$ cat config.mk
export PLATFORM = sky130hd
export DESIGN_NAME = cci_mpf_shim_rd_rsp_tag
export DESIGN_NICKNAME = d
export VERILOG_FILES = /design/src/rtl/cci_mpf_if_pkg.sv /design/src/rtl/cci_mpf_prim_fifo_lutram.sv /design/src/rtl/cci_mpf_shim_rd_rsp_tag.sv
export SDC_FILE = /design/constraint.sdc
export NUM_CORES = 2
export LEC_CHECK = 0
export CORE_AREA = 2 2 479 481
export DETAILED_ROUTE_END_ITERATION = 8
export DIE_AREA = 0 0 481 483
export DONT_BUFFER_PORTS = 1
export HOLD_SLACK_MARGIN = 0.08
export PLACE_DENSITY = 0.44
export REMOVE_ABC_BUFFERS = 1
export SLEW_MARGIN = 20
export SYNTH_ARGS = -nofsm -noshare
export SYNTH_HDL_FRONTEND = slang
export SYNTH_SLANG_ARGS = --single-unit
$ cat constraint.sdc
create_clock -name clk -period 5.1 [get_ports clk]
set_input_delay 1.02 -clock clk [delete_from_list [all_inputs] [get_ports clk]]
set_output_delay 1.02 -clock clk [all_outputs]
set_load 0.1 [all_outputs]
$ cat src/rtl/cci_mpf_if_pkg.sv
// Shared MPF/CCI types, constants and header access helpers.
// Used by the read response tag shim and its free-tag FIFO.
package cci_mpf_if_pkg;

    localparam int CCI_MPF_N_RD_TAGS = 64;
    localparam int CCI_ALMOST_FULL_THRESHOLD = 8;
    localparam int CCI_MDATA_WIDTH = 16;
    localparam int CCI_CLADDR_WIDTH = 42;
    localparam int CCI_CLDATA_WIDTH = 512;

    typedef logic [$clog2(CCI_MPF_N_RD_TAGS)-1:0] t_cci_mpf_rd_tag;
    typedef logic [CCI_MDATA_WIDTH-1:0] t_cci_mdata;

    typedef struct packed {
        logic [1:0]                  vc_sel;
        logic [1:0]                  cl_len;
        logic [3:0]                  req_type;
        logic [CCI_CLADDR_WIDTH-1:0] address;
        t_cci_mdata                  mdata;
    } t_cci_c0_ReqMemHdr;

    typedef struct packed {
        logic addrIsVirtual;
        logic mapVAtoPhysChannel;
        logic checkLoadStoreOrder;
    } t_cci_mpf_ReqMemHdrExt;

    typedef struct packed {
        t_cci_mpf_ReqMemHdrExt ext;
        t_cci_c0_ReqMemHdr     base;
    } t_cci_mpf_c0_ReqMemHdr;

    typedef struct packed {
        t_cci_mpf_c0_ReqMemHdr hdr;
        logic                  rdValid;
    } t_if_cci_mpf_c0_Tx;

    typedef struct packed {
        logic [1:0] vc_used;
        logic       hit_miss;
        logic [1:0] cl_num;
        logic [3:0] resp_type;
        t_cci_mdata mdata;
    } t_cci_c0_RspMemHdr;

    typedef struct packed {
        t_cci_c0_RspMemHdr           hdr;
        logic [CCI_CLDATA_WIDTH-1:0] data;
        logic                        rdValid;
        logic                        wrValid;
        logic                        umsgValid;
    } t_if_cci_c0_Rx;

    function automatic t_cci_mdata cci_mpf_c0_get_mdata(t_if_cci_mpf_c0_Tx tx);
        return tx.hdr.base.mdata;
    endfunction

    function automatic t_if_cci_mpf_c0_Tx cci_mpf_c0_set_mdata(
        t_if_cci_mpf_c0_Tx tx, t_cci_mdata md);
        t_if_cci_mpf_c0_Tx r;
        r = tx;
        r.hdr.base.mdata = md;
        return r;
    endfunction

    function automatic t_cci_mdata cci_c0_rx_get_mdata(t_if_cci_c0_Rx rx);
        return rx.hdr.mdata;
    endfunction

    function automatic t_if_cci_c0_Rx cci_c0_rx_set_mdata(
        t_if_cci_c0_Rx rx, t_cci_mdata md);
        t_if_cci_c0_Rx r;
        r = rx;
        r.hdr.mdata = md;
        return r;
    endfunction

endpackage

$ cat src/rtl/cci_mpf_prim_fifo_lutram.sv
// Small FIFO with asynchronous head read, used as the free-tag list.
// An entry written in cycle N is visible at the head from cycle N+1.
module cci_mpf_prim_fifo_lutram
    import cci_mpf_if_pkg::*;
#(
    parameter int N_ENTRIES = CCI_MPF_N_RD_TAGS,
    parameter int WIDTH = $clog2(CCI_MPF_N_RD_TAGS)
)(
    input  logic             clk,
    input  logic             reset,
    input  logic [WIDTH-1:0] enq_data,
    input  logic             enq_en,
    input  logic             deq_en,
    output logic [WIDTH-1:0] first,
    output logic             not_empty
);

    localparam int PTR_W = $clog2(N_ENTRIES);

    logic [WIDTH-1:0] mem [N_ENTRIES];
    logic [PTR_W-1:0] wr_ptr_q, wr_ptr_d;
    logic [PTR_W-1:0] rd_ptr_q, rd_ptr_d;
    logic [PTR_W:0]   cnt_q, cnt_d;
    logic             do_deq;

    always_comb begin
        do_deq = deq_en && (cnt_q != '0);
        wr_ptr_d = enq_en ? wr_ptr_q + 1'b1 : wr_ptr_q;
        rd_ptr_d = do_deq ? rd_ptr_q + 1'b1 : rd_ptr_q;
        cnt_d = cnt_q + (PTR_W+1)'(enq_en) - (PTR_W+1)'(do_deq);
        first = mem[rd_ptr_q];
        not_empty = (cnt_q != '0);
    end

    always_ff @(posedge clk) begin
        if (enq_en) begin
            mem[wr_ptr_q] <= enq_data;
        end
    end

    always_ff @(posedge clk) begin
        if (reset) begin
            wr_ptr_q <= '0;
            rd_ptr_q <= '0;
            cnt_q <= '0;
        end else begin
            wr_ptr_q <= wr_ptr_d;
            rd_ptr_q <= rd_ptr_d;
            cnt_q <= cnt_d;
        end
    end

endmodule

$ cat src/rtl/cci_mpf_shim_rd_rsp_tag.sv
// Read tag shim: swaps AFU mdata for a private tag and restores it on the response.
// CCI_MPF_SHIM_RD_RSP_TAG_ERR_CHECK_EN adds a busy vector and sticky err_badTag.
module cci_mpf_shim_rd_rsp_tag
    import cci_mpf_if_pkg::*;
#(
    parameter int N_TAGS = CCI_MPF_N_RD_TAGS,
    parameter int ALMOST_FULL_SLACK = CCI_ALMOST_FULL_THRESHOLD
)(
    input  logic              clk,
    input  logic              reset,
    input  t_if_cci_mpf_c0_Tx afu_c0Tx,
    output logic              afu_c0TxAlmFull,
    output t_if_cci_mpf_c0_Tx fiu_c0Tx,
    input  logic              fiu_c0TxAlmFull,
    input  t_if_cci_c0_Rx     fiu_c0Rx,
    output t_if_cci_c0_Rx     afu_c0Rx,
    output logic              err_badTag
);

    localparam int TAG_W = $clog2(N_TAGS);

    typedef logic [TAG_W-1:0] t_tag;
    typedef logic [TAG_W:0]   t_cnt;
    typedef enum logic { ST_INIT, ST_RUN } t_state;

    t_state            state_q, state_d;
    t_tag              init_cnt_q, init_cnt_d;
    t_cnt              free_cnt_q, free_cnt_d;
    logic              alm_full_q, alm_full_d;
    t_if_cci_mpf_c0_Tx fiu_tx_q, fiu_tx_d;
    t_if_cci_c0_Rx     afu_rx_q, afu_rx_d;
    t_cci_mdata        mdata_tbl [N_TAGS];

    logic req_acc, rsp_rd, rsp_ok, fifo_enq, fifo_not_empty;
    t_tag rsp_idx, fifo_first, fifo_enq_data;
    t_cci_mdata req_md;

    cci_mpf_prim_fifo_lutram #(
        .N_ENTRIES(N_TAGS),
        .WIDTH(TAG_W)
    ) free_tags (
        .clk(clk),
        .reset(reset),
        .enq_data(fifo_enq_data),
        .enq_en(fifo_enq),
        .deq_en(req_acc),
        .first(fifo_first),
        .not_empty(fifo_not_empty)
    );

`ifdef CCI_MPF_SHIM_RD_RSP_TAG_ERR_CHECK_EN
    logic [N_TAGS-1:0] busy_q, busy_d;
    logic              err_q, err_d;
`endif

    always_comb begin
        req_acc = (state_q == ST_RUN) && afu_c0Tx.rdValid && fifo_not_empty;
        rsp_idx = t_tag'(cci_c0_rx_get_mdata(fiu_c0Rx));
        rsp_rd = (state_q == ST_RUN) && fiu_c0Rx.rdValid;
`ifdef CCI_MPF_SHIM_RD_RSP_TAG_ERR_CHECK_EN
        rsp_ok = busy_q[rsp_idx];
        busy_d = busy_q;
        if (req_acc) busy_d[fifo_first] = 1'b1;
        if (rsp_rd && rsp_ok) busy_d[rsp_idx] = 1'b0;
        err_d = err_q || (rsp_rd && !rsp_ok);
`else
        // Without tracking, refuse a return that would overflow the free list
        rsp_ok = (free_cnt_q != t_cnt'(N_TAGS)) || req_acc;
`endif
        fifo_enq = (state_q == ST_INIT) || (rsp_rd && rsp_ok);
        fifo_enq_data = (state_q == ST_INIT) ? init_cnt_q : rsp_idx;
        free_cnt_d = free_cnt_q + t_cnt'(fifo_enq) - t_cnt'(req_acc);

        init_cnt_d = (state_q == ST_INIT) ? init_cnt_q + 1'b1 : init_cnt_q;
        state_d = state_q;
        if (state_q == ST_INIT && init_cnt_q == t_tag'(N_TAGS - 1)) begin
            state_d = ST_RUN;
        end
        alm_full_d = (state_d == ST_INIT) || fiu_c0TxAlmFull ||
                     (free_cnt_d <= t_cnt'(ALMOST_FULL_SLACK));

        req_md = cci_mpf_c0_get_mdata(afu_c0Tx);
        if (req_acc) req_md[TAG_W-1:0] = fifo_first;
        fiu_tx_d = cci_mpf_c0_set_mdata(afu_c0Tx, req_md);
        fiu_tx_d.rdValid = req_acc;

        afu_rx_d = fiu_c0Rx;
        if (fiu_c0Rx.rdValid) begin
            afu_rx_d = cci_c0_rx_set_mdata(fiu_c0Rx, mdata_tbl[rsp_idx]);
        end
    end

    always_ff @(posedge clk) begin
        if (req_acc) begin
            mdata_tbl[fifo_first] <= cci_mpf_c0_get_mdata(afu_c0Tx);
        end
    end

    always_ff @(posedge clk) begin
        fiu_tx_q <= fiu_tx_d;
        afu_rx_q <= afu_rx_d;
        if (reset) begin
            state_q <= ST_INIT;
            init_cnt_q <= '0;
            free_cnt_q <= '0;
            alm_full_q <= 1'b1;
            fiu_tx_q.rdValid <= 1'b0;
            afu_rx_q.rdValid <= 1'b0;
            afu_rx_q.wrValid <= 1'b0;
            afu_rx_q.umsgValid <= 1'b0;
        end else begin
            state_q <= state_d;
            init_cnt_q <= init_cnt_d;
            free_cnt_q <= free_cnt_d;
            alm_full_q <= alm_full_d;
        end
    end

`ifdef CCI_MPF_SHIM_RD_RSP_TAG_ERR_CHECK_EN
    always_ff @(posedge clk) begin
        if (reset) begin
            busy_q <= '0;
            err_q <= 1'b0;
        end else begin
            busy_q <= busy_d;
            err_q <= err_d;
        end
    end

    assign err_badTag = err_q;
`else
    assign err_badTag = 1'b0;
`endif

    // A request with no free tag is an AFU protocol violation
    always_ff @(posedge clk) begin
        if (!reset && state_q == ST_RUN && afu_c0Tx.rdValid) begin
            assert (fifo_not_empty)
            else $error("rd_rsp_tag: request with no free tag");
        end
    end

    assign fiu_c0Tx = fiu_tx_q;
    assign afu_c0Rx = afu_rx_q;
    assign afu_c0TxAlmFull = alm_full_q;

endmodule
==> metrics list <==
- Vertical die dimension: 483 um
* Unrepaired setup endpoints after global routing: no
- Drt via density: 4.78
- In the layout the commonest cells are sky130_fd_sc_hd__edfxtp_1, sky130_fd_sc_hd__dfxtp_1, sky130_fd_sc_hd__mux4_2.
- Clock Skews: 0.0670 ns
- Vias in the first global route: 33,000
* Number of antenna violations at the first check in global routing: 118
- Summing over every cut layer, the via total after detailed routing is 32,100.
- Measured against its own limit, the worst slew margin works out to 0.191.
- Proportion of synthesized chip area in sequential cells: 0.801
- Final hold violation count: 0
- Share of total power in the clock network: 0.432
- From synthesis to final layout, the design area changed by 18.4%.
* Synth Area per Inst: 21.8 um^2
- CTS placed an instance of sky130_fd_sc_hd__clkbuf_16 at the clock tree root.
- Clock tree from TritonCTS: built
- The congestion estimate from routability-driven global placement came to 0.958.
- The worst hold path belongs to the class input pin to flip-flop.
* VDD IR max: 0.307 mV
- Detailed-placement wirelength estimate: 141,000 um
* Startpoint Class: flip-flop
- NumNets Final: 4,056
- Measured along the x axis, the die boundary spans 481 um.
- In this run the worst path has a maximum fanout of 29.
- Count of port buffers added during placement: 0
- Wires add up to 210,000 um.
* Most common cell after layout, fill and taps aside: sky130_fd_sc_hd__edfxtp_1
- Number of enable-type register cells in the synthesized netlist: 1,408
- Based on the critical path, the design can be clocked at up to 235 MHz.
* Time the final worst path needs with I/O delays and setup: 4.25 ns
- Post-Syn Instances: 3,162
- Residual antenna-violating net count after detailed routing: 0
- Across every metal layer, demand over resource in global routing totals 0.177.
* Later-pin clock latency in the skew report: 0.86 ns
- P per Cell Area: 463 nW/um^2
- Run status: finished, final reports clean
* Routed length per instance: 31.3 um
- Area taken by flip-flops and latches: 55,300 um^2
- Dividing the final minimum period by the clock period gives 0.833.
- Post-place setup slack: 0.834 ns
- Clock-pin slew was measured on the worst setup and hold paths at 0.06 ns.
- The filler cells instantiated in the layout total 21,100.
- The clock passes through at most 3 buffers.
* Std cell rows: 175
- For this run, the number of Yosys warnings is 0.
- The number of clock buffers added by TritonCTS is 218.
- Area of combinational cells with multiple inputs: 13,200 um^2
- Total placed cells including tap cells: 6,167
- For the pin with the worst max-slew slack, the measured transition is 1.21 ns.
* Flip-flop cell with the highest count after synthesis: sky130_fd_sc_hd__edfxtp_1
* Fraction of final layout cells sized beyond drive strength 1: 0.282
- Start-to-end type of the worst setup path: flip-flop to flip-flop
- The worst path meets setup with 0.851 ns of slack.
- Global routing finished with a remaining overflow of 0.
* Initial core utilization: 0.304
- Data on the critical path is required at its endpoint by 5.63 ns.
* Internal Pwr Total: 0.0282 W
* Library cell occupying the most area in the post-synthesis netlist: sky130_fd_sc_hd__edfxtp_1
* Area of the mapped netlist: 69,000 um^2
* Sink count of the clock tree: 2,058
- Net switching power: 0.00960 W
- Total iterations of the first detailed-routing run: 7
- Yosys mapped the design onto 73 distinct sky130hd cell types.
* Net switching share of the total power: 0.254
- Post-synth top area share: 0.613
- The first global-routing pass estimated 285,000 um of wire.
- Finished Layout Cells: 6,717
- Final routed DRC violation total: 0
* Crit path capture type: flip-flop
- Entering global routing, the biggest net connects 259 pins.
- 1,225 I/O pins were placed.
* Synthesized flop and latch total: 2,058
* H-tree depth reported by CTS: 4
- Final setup TNS: 0 ns
- # setup viols final: 0
- Share of synthesized registers carrying an async set or reset: 0
- Iteration-0 DRC count of the detailed router: 2,935
- Max Cap Violations: 0
* Core Region: 227,000 um^2
- Area of the die: 232,000 um^2
* Cell types occupying the most area after synthesis: sky130_fd_sc_hd__edfxtp_1, sky130_fd_sc_hd__dfxtp_1, sky130_fd_sc_hd__mux4_2
- The share of total power dissipated in sequential elements is 0.533.
- STA puts the critical path data arrival time at 4.78 ns.
* Setup Fix Bufs, Post-CTS: 0
* Fraction of power consumed by combinational cells: 0.035
- Summed over all cells, the static leakage comes to 26.5 nW.
- The count of pins over their slew limit is 0.
[cells by family after synthesis]
group	share of synthesized area
adder cells (fa/ha/maj)	0.00439
other	0.0000544
AO/OA/AOI/OAI	0.0139
XOR/XNOR	0.00279
AND/OR/NAND/NOR	0.0214
multiplexers	0.144
buffers and inverters	0.0118
flip-flops	0.801
[synthesized netlist by cell type (all sizes together) (5+ instances only)]
master  instances
edfxtp       1408
dfxtp         650
mux4          410
nor2          104
buf            83
clkbuf         58
nor3           52
mux2i          47
nand2          34
a21oi          30
inv            23
mux2           22
nand3          22
ha             21
nor2b          21
o21ai          20
nor4           16
xnor2          11
xor2           11
a31oi           9
o221ai          9
a22oi           7
a211oi          6
nand2b          6
nand4           6
o22ai           6
or3             6
o211ai          5
[final cells by class]
class,instances,area share
Sequential cell,2058,0.677
Multi-Input combinational cell,939,0.162
Clock buffer,289,0.0772
Tap cell,3009,0.0461
Timing Repair Buffer,179,0.0187
Clock inverter,118,0.0147
Antenna cell,101,0.00310
Inverter,24,0.00110
[through the flow]
stage,cell area [um^2],hold WS [ns],utilization,total power [W]
after floorplan,68300,0.452,-,0.0212
after global placement,73500,0.475,0.324,0.0218
after detailed placement,73500,0.481,0.324,0.0218
after CTS,81400,0.0803,0.359,0.0383
after global routing,81400,0.107,0.359,0.0390
final,81700,0.175,0.360,0.0378
[layer usage]
| layer | part of all wire | global-route usage |
|---|---|---|
| met5 | 0.0010 | 0 |
| met4 | 0.027 | 0.0487 |
| met3 | 0.077 | 0.0580 |
| met2 | 0.47 | 0.279 |
| met1 | 0.42 | 0.234 |
[worst paths after layout]
| kind | startpoint | endpoint | slack, ns | cells past startpoint |
|---|---|---|---|---|
| setup / recovery | flip-flop | mdata_tbl[32][10] | 0.85 | 8 |
| hold / removal | fiu_c0Rx[170] | afu_c0Rx[170] | 0.17 | 0 |
| setup reg to reg | flip-flop | mdata_tbl[32][10] | 0.85 | 8 |
| hold reg to reg | free_tags.rd_ptr_q[5] | flip-flop | 0.48 | 2 |
[state kept, by name, indices dropped and copies added, names as in the netlist, 6 cells and up, named ones only]
name                cells
afu_c0Rx              540
fiu_c0Tx               70
free_cnt_q              7
free_tags.cnt_q         7
free_tags.mem         384
free_tags.rd_ptr_q      6
free_tags.wr_ptr_q      6
init_cnt_q              6
mdata_tbl            1024
[worst max-delay path: stages, from the launching register on]
cell and delay [ns]:
sky130_fd_sc_hd__dfxtp_4 0.70, sky130_fd_sc_hd__buf_12 0.27, sky130_fd_sc_hd__mux4_2 0.51, sky130_fd_sc_hd__o22ai_1 0.21, sky130_fd_sc_hd__o21ai_0 0.19, sky130_fd_sc_hd__a22oi_1 0.70
sky130_fd_sc_hd__nand2_1 0.60, sky130_fd_sc_hd__nor4_2 0.35, sky130_fd_sc_hd__buf_4 0.31
[power by group through the flow]
stage / combinational [W] / sequential [W] / clock [W]
after CTS: 0.00135 / 0.0201 / 0.0168
after global placement: 0.00131 / 0.0205 / 0
after global routing: 0.00142 / 0.0202 / 0.0174
after detailed placement: 0.00131 / 0.0205 / 0
after floorplan: 0.000734 / 0.0205 / 0
final: 0.00133 / 0.0201 / 0.0163
[repair_timing]
action,in CTS,in global routing
hold buffers,42,0
endpoints found under the hold margin,42,0
gates resized for setup,0,0
Power figures use the tool's default switching activity.
